--- config.mk ---
export PLATFORM = sky130hd
export DESIGN_NAME = chunk_serial_adder
export DESIGN_NICKNAME = d
export VERILOG_FILES = /design/src/rtl/chunk_serial_adder.sv
export SDC_FILE = /design/constraint.sdc
export NUM_CORES = 1
export LEC_CHECK = 0
export CORE_MARGIN = 2
export CORE_UTILIZATION = 55
export CTS_BUF_LIST = sky130_fd_sc_hd__clkbuf_8
export CTS_CLUSTER_DIAMETER = 40
export DETAILED_ROUTE_END_ITERATION = 8
export GPL_TIMING_DRIVEN = 0
export PLACE_DENSITY = 0.82
export SKIP_CTS_REPAIR_TIMING = 1
export SLEW_MARGIN = 0
export SYNTH_ARGS = -nofsm -noshare
export SYNTH_HDL_FRONTEND = slang
export SYNTH_SLANG_ARGS = --single-unit
--- constraint.sdc ---
create_clock -name clk -period 4.5 [get_ports clk]
set_input_delay 0.9 -clock clk [delete_from_list [all_inputs] [get_ports clk]]
set_output_delay 0.9 -clock clk [all_outputs]
set_load 0.01 [all_outputs]
--- src/rtl/chunk_serial_adder.sv ---
// Multi-cycle adder/subtractor: WIDTH-bit operands processed CHUNK bits per clock,
// LSB chunk first, through a single shared CHUNK-bit carry chain.
//
//   state | meaning
//   IDLE  | waiting for start; result registers hold the last result
//   RUN   | one chunk per cycle, counter selects the chunk
//   DONE  | one-cycle done pulse; start here begins the next operation
module chunk_serial_adder #(
  parameter int WIDTH = 32,
  parameter int CHUNK = 8
) (
  input  logic             clk,
  input  logic             rst_n,
  input  logic             start,
  input  logic             sub,
  input  logic [WIDTH-1:0] Ain,
  input  logic [WIDTH-1:0] Bin,
  input  logic             Ci,
  output logic             busy,
  output logic             done,
  output logic [WIDTH-1:0] Sout,
  output logic             Co,
  output logic             Ovf
);

  localparam int N  = WIDTH / CHUNK;
  localparam int CW = (N > 1) ? $clog2(N) : 1;

  typedef enum logic [1:0] {IDLE, RUN, DONE} state_t;

  state_t           state_q, state_d;
  logic [WIDTH-1:0] a_q, b_q, part_q, part_d, sout_q;
  logic             carry_q, co_q, ovf_q;
  logic [CW-1:0]    cnt_q;
  logic [CHUNK-1:0] a_chunk, b_chunk, sum_chunk;
  logic             carry_out, carry_msb, last, accept;

  // Chunk mux and partial-result merge use constant slices only.
  always_comb begin
    a_chunk = '0;
    b_chunk = '0;
    part_d  = part_q;
    for (int i = 0; i < N; i++) begin
      if (cnt_q == CW'(i)) begin
        a_chunk = a_q[i*CHUNK +: CHUNK];
        b_chunk = b_q[i*CHUNK +: CHUNK];
        part_d[i*CHUNK +: CHUNK] = sum_chunk;
      end
    end
  end

  assign {carry_out, sum_chunk} = {1'b0, a_chunk} + {1'b0, b_chunk} + {{CHUNK{1'b0}}, carry_q};
  // Carry into the top bit of the chunk, recovered from the sum bit.
  assign carry_msb = a_chunk[CHUNK-1] ^ b_chunk[CHUNK-1] ^ sum_chunk[CHUNK-1];
  assign last      = (cnt_q == CW'(N - 1));
  assign accept    = start && (state_q != RUN);

  always_ff @(posedge clk or negedge rst_n) begin
    if (!rst_n) state_q <= IDLE;
    else        state_q <= state_d;
  end

  always_comb begin
    state_d = state_q;
    case (state_q)
      IDLE:    if (start) state_d = RUN;
      RUN:     if (last)  state_d = DONE;
      DONE:    state_d = start ? RUN : IDLE;
      default: state_d = IDLE;
    endcase
  end

  always_comb begin
    busy = (state_q == RUN);
    done = (state_q == DONE);
    Sout = sout_q;
    Co   = co_q;
    Ovf  = ovf_q;
  end

  always_ff @(posedge clk or negedge rst_n) begin
    if (!rst_n) begin
      a_q     <= '0;
      b_q     <= '0;
      part_q  <= '0;
      carry_q <= 1'b0;
      cnt_q   <= '0;
      sout_q  <= '0;
      co_q    <= 1'b0;
      ovf_q   <= 1'b0;
    end else if (accept) begin
      a_q     <= Ain;
      b_q     <= sub ? ~Bin : Bin;
      carry_q <= sub ? 1'b1 : Ci;
      cnt_q   <= '0;
      part_q  <= '0;
    end else if (state_q == RUN) begin
      part_q  <= part_d;
      carry_q <= carry_out;
      cnt_q   <= cnt_q + CW'(1);
      if (last) begin
        sout_q <= part_d;
        co_q   <= carry_out;
        ovf_q  <= carry_msb ^ carry_out;
      end
    end
  end

endmodule

==> metrics.md, run 1 <==
| Metric | Value |
|---|---|
| Worst Path Arrival | `4.45 ns` |
| Clock Pin Slew Worst Setup and Hold Paths | `0.08 ns` |
| Finished Layout Cells | `877` |
| Core area | `0.0109 mm^2` |
| WL per Instance | `17.6 um` |
| GPL Wtd Cong | `0.886` |
| Status | `finished clean` |
| Footprint of the multi-input gates | `0.00282 mm^2` |
| Clk root buf | `clkbuf_8` |
| Vias | `5038` |
| Synth top area cells | `dfrtp_1 51%, nand2_1 6.2%, mux2_2 6.2%` |
| FMAX | `0.245 GHz` |
| Slew Limit Fails | `0` |
| # diodes | `0` |
| Mapped Area | `0.00621 mm^2` |
| Syn_nets | `683` |
| Crit Path Class | `reg2reg` |
| Worst Skew | `0.00924 ns` |
| CP top delay family | `adder cells` |
| Register share of total power | `0.289` |
| 1st-pass router iterations | `5` |
| Worst hold path type | `in2async` |
| Clock Latency Late Sink | `0.43 ns` |
| Final ANT Viol Nets | `0` |
| Sequential area share after synthesis | `0.512` |
| GRT Overall Usage | `0.277` |
| Number of top-level pins | `105` |
| Period minus WS final | `4.08 ns` |
| # rows | `38` |
| Die height | `110 um` |
| Buffer and inverter count on the worst path | `3` |
| Max VDD drop | `376 uV` |
| Final period util | `0.906` |
| Clock power frac | `0.160` |
| Post-synthesis register bit count | `127` |
| Avg Inst Size Synth | `10.3 um^2` |
| Wire length of the first global-routing pass | `25.3 mm` |
| Netlist cell types | `47` |
| Critical path fanouts, max | `10` |
| Die Area | `0.0122 mm^2` |
| Combinational share of power | `0.551` |
| Measured slew at the worst slew-check pin | `0.719 ns` |
| Largest net degree at the start of global routing | `73` |
| Most common cell after layout, fill and taps aside | `dfrtp_1` |
| Switching part of the total power | `0.432` |
| Synth area leader | `dfrtp_1` |
| Detailed Route WL | `15.4 mm` |
| Sum Neg Setup Slack | `0 ns` |
| Internal cell power | `0.00381 W` |
| Hpwl dp | `11.3 mm` |
| Most frequent cells in the layout | `127 x dfrtp_1, 102 x nand2_1, 102 x clkdlybuf4s50_1` |
| Filler cells | `819` |
| Clock sink total | `127` |
| Final worst slack | `0.422 ns` |
| CP required | `4.87 ns` |
| CP max-delay cell | `fa_1` |
| Final core utilization | `0.722` |
| Setup WS pre-CTS | `0.146 ns` |
| Total Nets Final | `806` |
| Post-placement cell count | `845` |
| Detailed Route Iter0 Violations | `282` |
| Sw power | `0.00290 W` |
| Relative slew slack | `0.521` |
| Vias in the first global route | `5192` |
| Die Span X | `110 um` |
| GRT Residual Overflow | `0` |
| Starting Density | `0.568` |
| Max-cap check violation count | `0` |
| CTS tree | `done` |
| Synth top area share | `0.512` |
| Area growth syn-to-layout | `27.1%` |
| Cell Pwr Density | `850 mW/mm^2` |
| Slowest stage delay, CP | `0.49 ns` |
| Leakage power | `3.38 nW` |
| Final hold viol count | `0` |
| Mapped Cells | `601` |
| Final Power | `0.00671 W` |
| # DRC | `0` |
| Layout cells sized above 1 | `0.132` |
| Antenna violations before repair | `0` |
| TritonCTS Buffers | `17` |
| CP cell instances | `inv_1 -> ha_1 -> clkbuf_2 -> buf_2 -> a21oi_1 -> nor2_1 -> a21oi_1 -> fa_1 -> fa_1 -> nand2b_1 -> a21oi_2 -> xor2_1 -> and2_1 -> a22o_1` |
| CP Capture Type | `register` |
| RSZ-0062 raised after global routing | `no` |
| Routed vias/inst | `5.74` |
| Synthesis Warnings | `0` |
| Number of buffers inserted by port buffering | `103` |
| Setup violators final | `0` |
| Storage cell area | `0.00318 mm^2` |
| CTS H-tree depth | `4` |
| Max clock buf depth | `2` |
| Startpoint Class | `register` |
==> through the flow <==
step	hold slack, ns	cell area [um^2]
detailed placement	0.473	7450
global placement	0.462	7420
global route	0.440	7890
CTS	0.418	7880
finish	0.410	7890
floorplan	0.450	6210
==> logic make-up (layout without fill, tap and decap cells) <==
logic type | after synthesis | count (layout) | share of synthesized area
simple gates | 155 | 155 | 0.115
buf+inv | 49 | 185 | 0.0353
compound gates | 169 | 169 | 0.166
xor+xnor | 38 | 38 | 0.0566
fa+ha+maj | 13 | 13 | 0.0286
flops | 127 | 127 | 0.512
mux | 50 | 50 | 0.0874
==> final cells by class <==
| class | count | area share |
|---|---|---|
| buffer | 42 | 0.0246 |
| clock buffer | 18 | 0.0314 |
| clock inverter | 14 | 0.0241 |
| sequential | 127 | 0.403 |
| multi-input combinational | 425 | 0.357 |
| timing repair buffer | 104 | 0.134 |
| inverter | 7 | 0.00333 |
| tap | 140 | 0.0222 |
==> state kept, by name, summed over array words and instances (netlist names) <==
name and cells:
part_q 24, Sout 32, state_q 2, Co 1, b_q 32, cnt_q 2, a_q 32, carry_q 1
Ovf 1
==> Yosys cell counts, drive strengths merged <==
cell / number
fa: 2
o211ai: 2
dfrtp: 127
nand2b: 3
a22oi: 6
a32o: 3
o21a: 1
o31ai: 2
ha: 11
clkbuf: 24
o31a: 1
and3b: 1
a41oi: 1
a21o: 5
o311ai: 1
inv: 7
mux2: 34
a31oi: 4
or3b: 1
nand3b: 16
mux2i: 16
buf: 18
a221oi: 1
nor2: 19
xnor2: 34
and2: 4
a21oi: 42
a22o: 15
and4: 1
and2b: 2
nand2: 103
nor2b: 5
xor2: 4
o21ai: 84
a211oi: 1
==> layer usage <==
metal	up-vias	GRT usage	share of wire
li1	2327	-	-
met3	34	0.0582	0.065
met5	-	0	0
met1	2458	0.351	0.41
met4	0	0.129	0.033
met2	219	0.455	0.49
==> power by group through the flow <==
stage          clock network, W  logic, W  registers, W
2_1_floorplan                 0   0.00244       0.00192
3_3_place_gp                  0   0.00349       0.00192
3_5_place_dp                  0   0.00362       0.00195
4_1_cts                 0.00108   0.00365       0.00193
5_1_grt                 0.00114   0.00406       0.00199
6_report                0.00108   0.00370       0.00194
==> worst paths after layout <==
kind	slack, ns	end	from	depth (start not counted)
setup / recovery	0.42	part_q[12]	cnt_q[0]	14
hold / removal	0.41	Sout[14]	rst_n	1
setup reg to reg	0.42	part_q[12]	cnt_q[0]	14
hold reg to reg	0.48	Sout[9]	Sout[9]	2
max in group asynchronous	3.36	a_q[23]	rst_n	2
min in group clk	0.48	Sout[9]	Sout[9]	2
Power figures use the tool's default switching activity.
==> run 2, diff against run 1 <==
--- a/config.mk
+++ b/config.mk
@@ -6,12 +6,11 @@
 export NUM_CORES = 1
 export LEC_CHECK = 0
 export CORE_MARGIN = 2
-export CORE_UTILIZATION = 55
+export CORE_UTILIZATION = 35
 export CTS_BUF_LIST = sky130_fd_sc_hd__clkbuf_8
 export CTS_CLUSTER_DIAMETER = 40
 export DETAILED_ROUTE_END_ITERATION = 8
 export GPL_TIMING_DRIVEN = 0
-export PLACE_DENSITY = 0.82
 export SKIP_CTS_REPAIR_TIMING = 1
 export SLEW_MARGIN = 0
 export SYNTH_ARGS = -nofsm -noshare
==> constraint.sdc (replaced) <==
create_clock -name clk -period 5.1 [get_ports clk]
set_input_delay 1.02 -clock clk [delete_from_list [all_inputs] [get_ports clk]]
set_output_delay 1.02 -clock clk [all_outputs]
set_load 0.01 [all_outputs]
==> run 2 against run 1 <==
Against the previous run:
- clock skew rose by 0.0017 ns
- combinational power shrank 12%
- non-clock buffer count stayed put
- worst setup slack better by 0.18 ns
- routed wire length increased by 4.3%
- critical path type unchanged
==> metrics.md, run 2 (synthesis gave the netlist of run 1 again) <==
| Metric | Value |
|---|---|
| Status | `finished clean` |
| Clock power frac | `0.176 (+0.016)` |
| Worst Path Arrival | `4.79 ns (+0.34 ns)` |
| Largest net degree at the start of global routing | `84 (+15%)` |
| Number of top-level pins | `105 (unchanged)` |
| Cell area after placement | `0.00755 mm^2 (+1.4%)` |
| CTS tree | `done` |
| Detailed Route WL | `16.1 mm (+4.3%)` |
| TritonCTS Buffers | `17 (unchanged)` |
| Wire length of the first global-routing pass | `25.7 mm (+1.5%)` |
| Switching part of the total power | `0.426 (-0.00610)` |
| Final period util | `0.881 (-0.0247)` |
| Clock Latency Late Sink | `0.46 ns (+0.03 ns)` |
| Slew Limit Fails | `0 (unchanged)` |
| Worst hold path type | `in2async` |
| Die height | `137 um (+24%)` |
| Max VDD drop | `359 uV (-4.4%)` |
| Final ANT Viol Nets | `0 (unchanged)` |
| Layout cells sized above 1 | `0.128 (-0.00390)` |
| Startpoint Class | `register` |
| Routed vias/inst | `5.00 (-13%)` |
| # DRC | `0 (unchanged)` |
| Most common cell after layout, fill and taps aside | `dfrtp_1` |
| Relative slew slack | `0.458 (-0.0620)` |
| Final core utilization | `0.465 (-0.257)` |
| Detailed Route Iter0 Violations | `304 (+7.8%)` |
| CP required | `5.40 ns (+0.53 ns)` |
| Setup violators final | `0 (unchanged)` |
| Register share of total power | `0.282 (-0.007)` |
| Vias in the first global route | `4920 (-5.2%)` |
| Sum Neg Setup Slack | `0 ns (unchanged)` |
| Clock Pin Slew Worst Setup and Hold Paths | `0.08 ns (about the same)` |
| # diodes | `0 (unchanged)` |
| Finished Layout Cells | `961 (+9.6%)` |
| WL per Instance | `16.7 um (-4.8%)` |
| CTS H-tree depth | `4 (unchanged)` |
| Worst Skew | `0.0109 ns (+0.00169 ns)` |
| Clock sink total | `127 (unchanged)` |
| Vias | `4807 (-4.6%)` |
| Most frequent cells in the layout | `127 x dfrtp_1, 102 x nand2_1, 102 x clkdlybuf4s50_1` |
| Final hold viol count | `0 (unchanged)` |
| Post-placement cell count | `930 (+10%)` |
| GPL Wtd Cong | `0.850 (-4.0%)` |
| Max-cap check violation count | `0 (unchanged)` |
| Crit Path Class | `reg2reg` |
| Starting Density | `0.359 (-0.209)` |
| CP cell instances | `inv_1 -> ha_1 -> clkbuf_1 -> buf_2 -> a21oi_1 -> nor2_1 -> a21oi_1 -> fa_1 -> fa_1 -> nand2b_1 -> a21oi_2 -> a31oi_1 -> xor2_1 -> o21ai_0` |
| Core area | `0.0173 mm^2 (+58%)` |
| Leakage power | `3.40 nW (+0.46%)` |
| Area growth syn-to-layout | `29.4%` |
| GRT Overall Usage | `0.182 (-0.0942)` |
| RSZ-0062 raised after global routing | `no` |
| CP Capture Type | `register` |
| Clk root buf | `clkbuf_8` |
| Measured slew at the worst slew-check pin | `0.812 ns (+0.0931 ns)` |
| Max clock buf depth | `2 (unchanged)` |
| # rows | `48 (+26%)` |
| Die Span X | `137 um (+24%)` |
| FMAX | `0.222 GHz (-9.3%)` |
| Combinational share of power | `0.541 (-0.010)` |
| GRT Residual Overflow | `0 (unchanged)` |
| Die Area | `0.0188 mm^2 (+55%)` |
| Slowest stage delay, CP | `0.63 ns (+0.14 ns)` |
| Sw power | `0.00256 W (-12%)` |
| Fin area | `0.00804 mm^2 (+1.8%)` |
| Number of buffers inserted by port buffering | `103 (unchanged)` |
| Period minus WS final | `4.50 ns (+0.418 ns)` |
| Critical path fanouts, max | `10 (unchanged)` |
| Hold_ws | `0.480 ns (+0.0700 ns)` |
| CP max-delay cell | `xor2_1` |
| Antenna violations before repair | `0 (unchanged)` |
| Cell Pwr Density | `749 mW/mm^2 (-12%)` |
| Total Nets Final | `806 (unchanged)` |
| 1st-pass router iterations | `5 (unchanged)` |
| Hpwl dp | `12.1 mm (+7.2%)` |
| Internal cell power | `0.00345 W (-9.4%)` |
==> run 2: cell types whose count changed in the layout (fill, tap and decap cells not counted) <==
cell	delta
xor2_1	+1
xor2_2	-1
clkinv_2	-3
clkinv_4	+1
clkinvlp_4	-1
clkbuf_2	-1
clkbuf_1	+1
bufinv_16	+2
==> run 2: power groups by stage <==
stage	Sequential (W)	Clock, W	Combinational, W
2_1_floorplan	0.00170	0	0.00216
5_1_grt	0.00175	0.00112	0.00358
4_1_cts	0.00170	0.00108	0.00327
6_report	0.00170	0.00106	0.00326
3_3_place_gp	0.00170	0	0.00319
3_5_place_dp	0.00172	0	0.00326
==> run 2: critical path, delay by kind of cell (launching register included) <==
family	cells	cell delay, ns
buf+inv	3	0.89
simple gates	2	0.31
xor+xnor	1	0.63
fa+ha+maj	3	1.19
compound gates	5	0.88
flops	1	0.43
==> run 2: area by class of cell <==
class                           instances  area, um^2
Timing Repair Buffer                  104        1060
Tap cell                              225         282
Clock buffer                           18         248
Fill cell                            1680        9260
Clock inverter                         13         236
Multi-Input combinational cell        425        2810
Buffer                                 42         193
Inverter                                7        26.3
Sequential cell                       127        3180
==> run 2: path summary, 6_finish.rpt <==
| check | from | end | slack [ns] | depth (start not counted) |
|---|---|---|---|---|
| worst min-delay path | rst_n | Sout[15] | 0.48 | 1 |
| worst max register to register | cnt_q[0] | Sout[6] | 0.60 | 14 |
| worst min register to register | Sout[28] | Sout[28] | 0.49 | 2 |
| worst max-delay path | cnt_q[0] | Sout[6] | 0.60 | 14 |
| max in group asynchronous | rst_n | a_q[0] | 3.86 | 2 |
| min in group clk | Sout[28] | Sout[28] | 0.49 | 2 |
==> run 2: per-layer routing <==
layer / GRT usage / vias up / share of wire
met5: 0 / - / 0
met4: 0.0893 / 0 / 0.032
met3: 0.0357 / 31 / 0.052
met2: 0.295 / 156 / 0.48
met1: 0.234 / 2297 / 0.44
li1: - / 2323 / -
==> run 2: per-stage QoR <==
stage | setup slack [ns] | power (W)
finish | 0.604 | 0.00602
global route | 0.327 | 0.00646
CTS | 0.599 | 0.00605
floorplan | 1.69 | 0.00385
global placement | -1.75 | 0.00489
detailed placement | 0.624 | 0.00498
==> edit: new RTL, settings of run 1 <==
The parameter `CHUNK` goes from 8 to 4.
--- a/src/rtl/chunk_serial_adder.sv
+++ b/src/rtl/chunk_serial_adder.sv
@@ -7,7 +7,7 @@
 //   DONE  | one-cycle done pulse; start here begins the next operation
 module chunk_serial_adder #(
   parameter int WIDTH = 32,
-  parameter int CHUNK = 8
+  parameter int CHUNK = 4
 ) (
   input  logic             clk,
   input  logic             rst_n,
Behaviour: not the same (Yosys sat finds a counterexample within 10 cycles, from zero or initial values and one cycle with rst_n low).
==> edit against run 1 <==
Setup slack improved by 0.15 ns; critical path depth rose by 1; hold slack got worse by 0.038 ns; combinational power fell by 3%; via count rose by 3.1%; sequential power rose by 5%; wire length rose by 3.2%; total power fell by 3.5%; sequential cell count rose by 5; core utilization fell by 2.1 points; global-route usage fell by 1.5 points; synthesized cell count rose by 7.8%; area after synthesis rose by 3.8%; final area rose by 1.4%; largest power group unchanged.
==> edit: results (changes against run 1) <==
Outcome -> completed (unchanged)
Syn Nets -> 728 (was 683)
Largest net degree at the start of global routing -> 85 (was 73)
Peak supply drop -> 563.7 uV (was 375.8 uV)
Cells after synthesis -> 648 (was 601)
P_leak -> 3.521 nW (was 3.385 nW)
Global-route met1 utilization -> 31.49% (was 35.14%)
Vias in the first global route -> 5369 (was 5192)
Total placed instance area -> 7685 um2 (was 7446 um2)
Fill count -> 922 (was 819)
Clock Skew -> 0.01099 ns (was 0.009236 ns)
GPL Wtd Cong -> 0.8624 (was 0.8856)
First-pass GRT wire length -> 25.94 mm (was 25.34 mm)
Slowest cell on crit path -> xnor2_2 (was fa_1)
Nets -> 851 (was 806)
Synth top area cells -> dfrtp_1, nand2_1, mux2_1 (was dfrtp_1, nand2_1, mux2_2)
Cell Int Power -> 0.003502 W (was 0.003810 W)
GR met3 Demand/Resource -> 5.616% (was 5.820%)
Combinational share of power -> 55.6% (was 55.1%)
Dpl ws -> 0.6505 ns (was 0.1458 ns)
Number of vias per cell -> 5.629 (was 5.745)
Seq. pwr -> 0.00204 W (was 0.00194 W)
Worst-Margin Slew -> 0.5965 ns (was 0.7192 ns)
Hpwl dp -> 11.93 mm (was 11.32 mm)
M1 WL -> 6.671 mm (was 6.290 mm)
Post-synth top cells -> dfrtp_1, nand2_1, o21ai_1 (was dfrtp_1, nand2_1, o21ai_0)
Register area share after synthesis -> 51.24% (was 51.17%)
Worst-Skew Late Latency -> 0.45 ns (was 0.43 ns)
Met3 WL -> 755 um (was 998 um)
DR iter-0 viols -> 336 (was 282)
Met2 routed WL -> 8.072 mm (was 7.613 mm)
Routed WL -> 15.92 mm (was 15.42 mm)
GR Util met2 -> 45.78% (was 45.53%)
Post-synth cell types -> 46 (was 47)
Max stage delay on crit path -> 0.51 ns (was 0.49 ns)
Dpl cells -> 895 (was 845)
Share of layout cells above drive strength 1 -> 7.949% (was 13.16%)
==> edit: changes by cell type in the layout (fill, tap and decap cells not counted), moves of 11 or more <==
cell	before	now
nand3b_1	16	2
nor2b_1	4	18
mux2_1	0	32
buf_2	10	23
o21ai_0	73	24
mux2_2	34	0
o21ai_1	11	56
nor2_1	19	33
inv_1	7	18
==> edit: worst paths after layout <==
check                              start          to  slack, ns  depth (start not counted)
worst min register to register  Sout[29]    Sout[29]       0.49                          2
max in group asynchronous          rst_n     b_q[29]       3.36                          2
worst min-delay path               rst_n    Sout[15]       0.37                          1
worst max-delay path            cnt_q[2]  part_q[22]       0.57                         15
worst max register to register  cnt_q[2]  part_q[22]       0.57                         15
min in group clk                Sout[29]    Sout[29]       0.49                          2
==> edit: area by class of cell <==
type                            count  area, um2  share of cell area, %
Sequential cell                   132       3303                  41.28
Inverter                           19      71.32                 0.8913
Timing Repair Buffer              104       1060                  13.24
Tap cell                          143      178.9                  2.236
Clock inverter                      8      41.29                 0.5160
Multi-Input combinational cell    450       2851                  35.64
Clock buffer                       20      275.3                  3.440
Buffer                             47      220.2                  2.752
==> edit: worst register-to-register path: stages (launching register included) <==
cell      delay [ns]
dfrtp_1         0.40
buf_2           0.24
inv_2           0.09
ha_1            0.19
buf_2           0.17
buf_2           0.19
nand2b_1        0.24
nor2_1          0.08
o221ai_1        0.21
a22o_1          0.20
fa_1            0.20
inv_1           0.06
fa_1            0.43
xnor2_2         0.51
nand2b_1        0.44
o21ai_0         0.14
==> edit: cells by family after synthesis <==
group / Yosys count / share of synthesized area, %
and+or+nand+nor: 185 / 12.89
DFF: 132 / 51.24
buffers and inverters: 66 / 4.522
muxes: 42 / 7.143
AOI/OAI and AO/OA: 176 / 16.60
xor gates and xnor gates: 36 / 5.241
adders and majority gates: 11 / 2.368
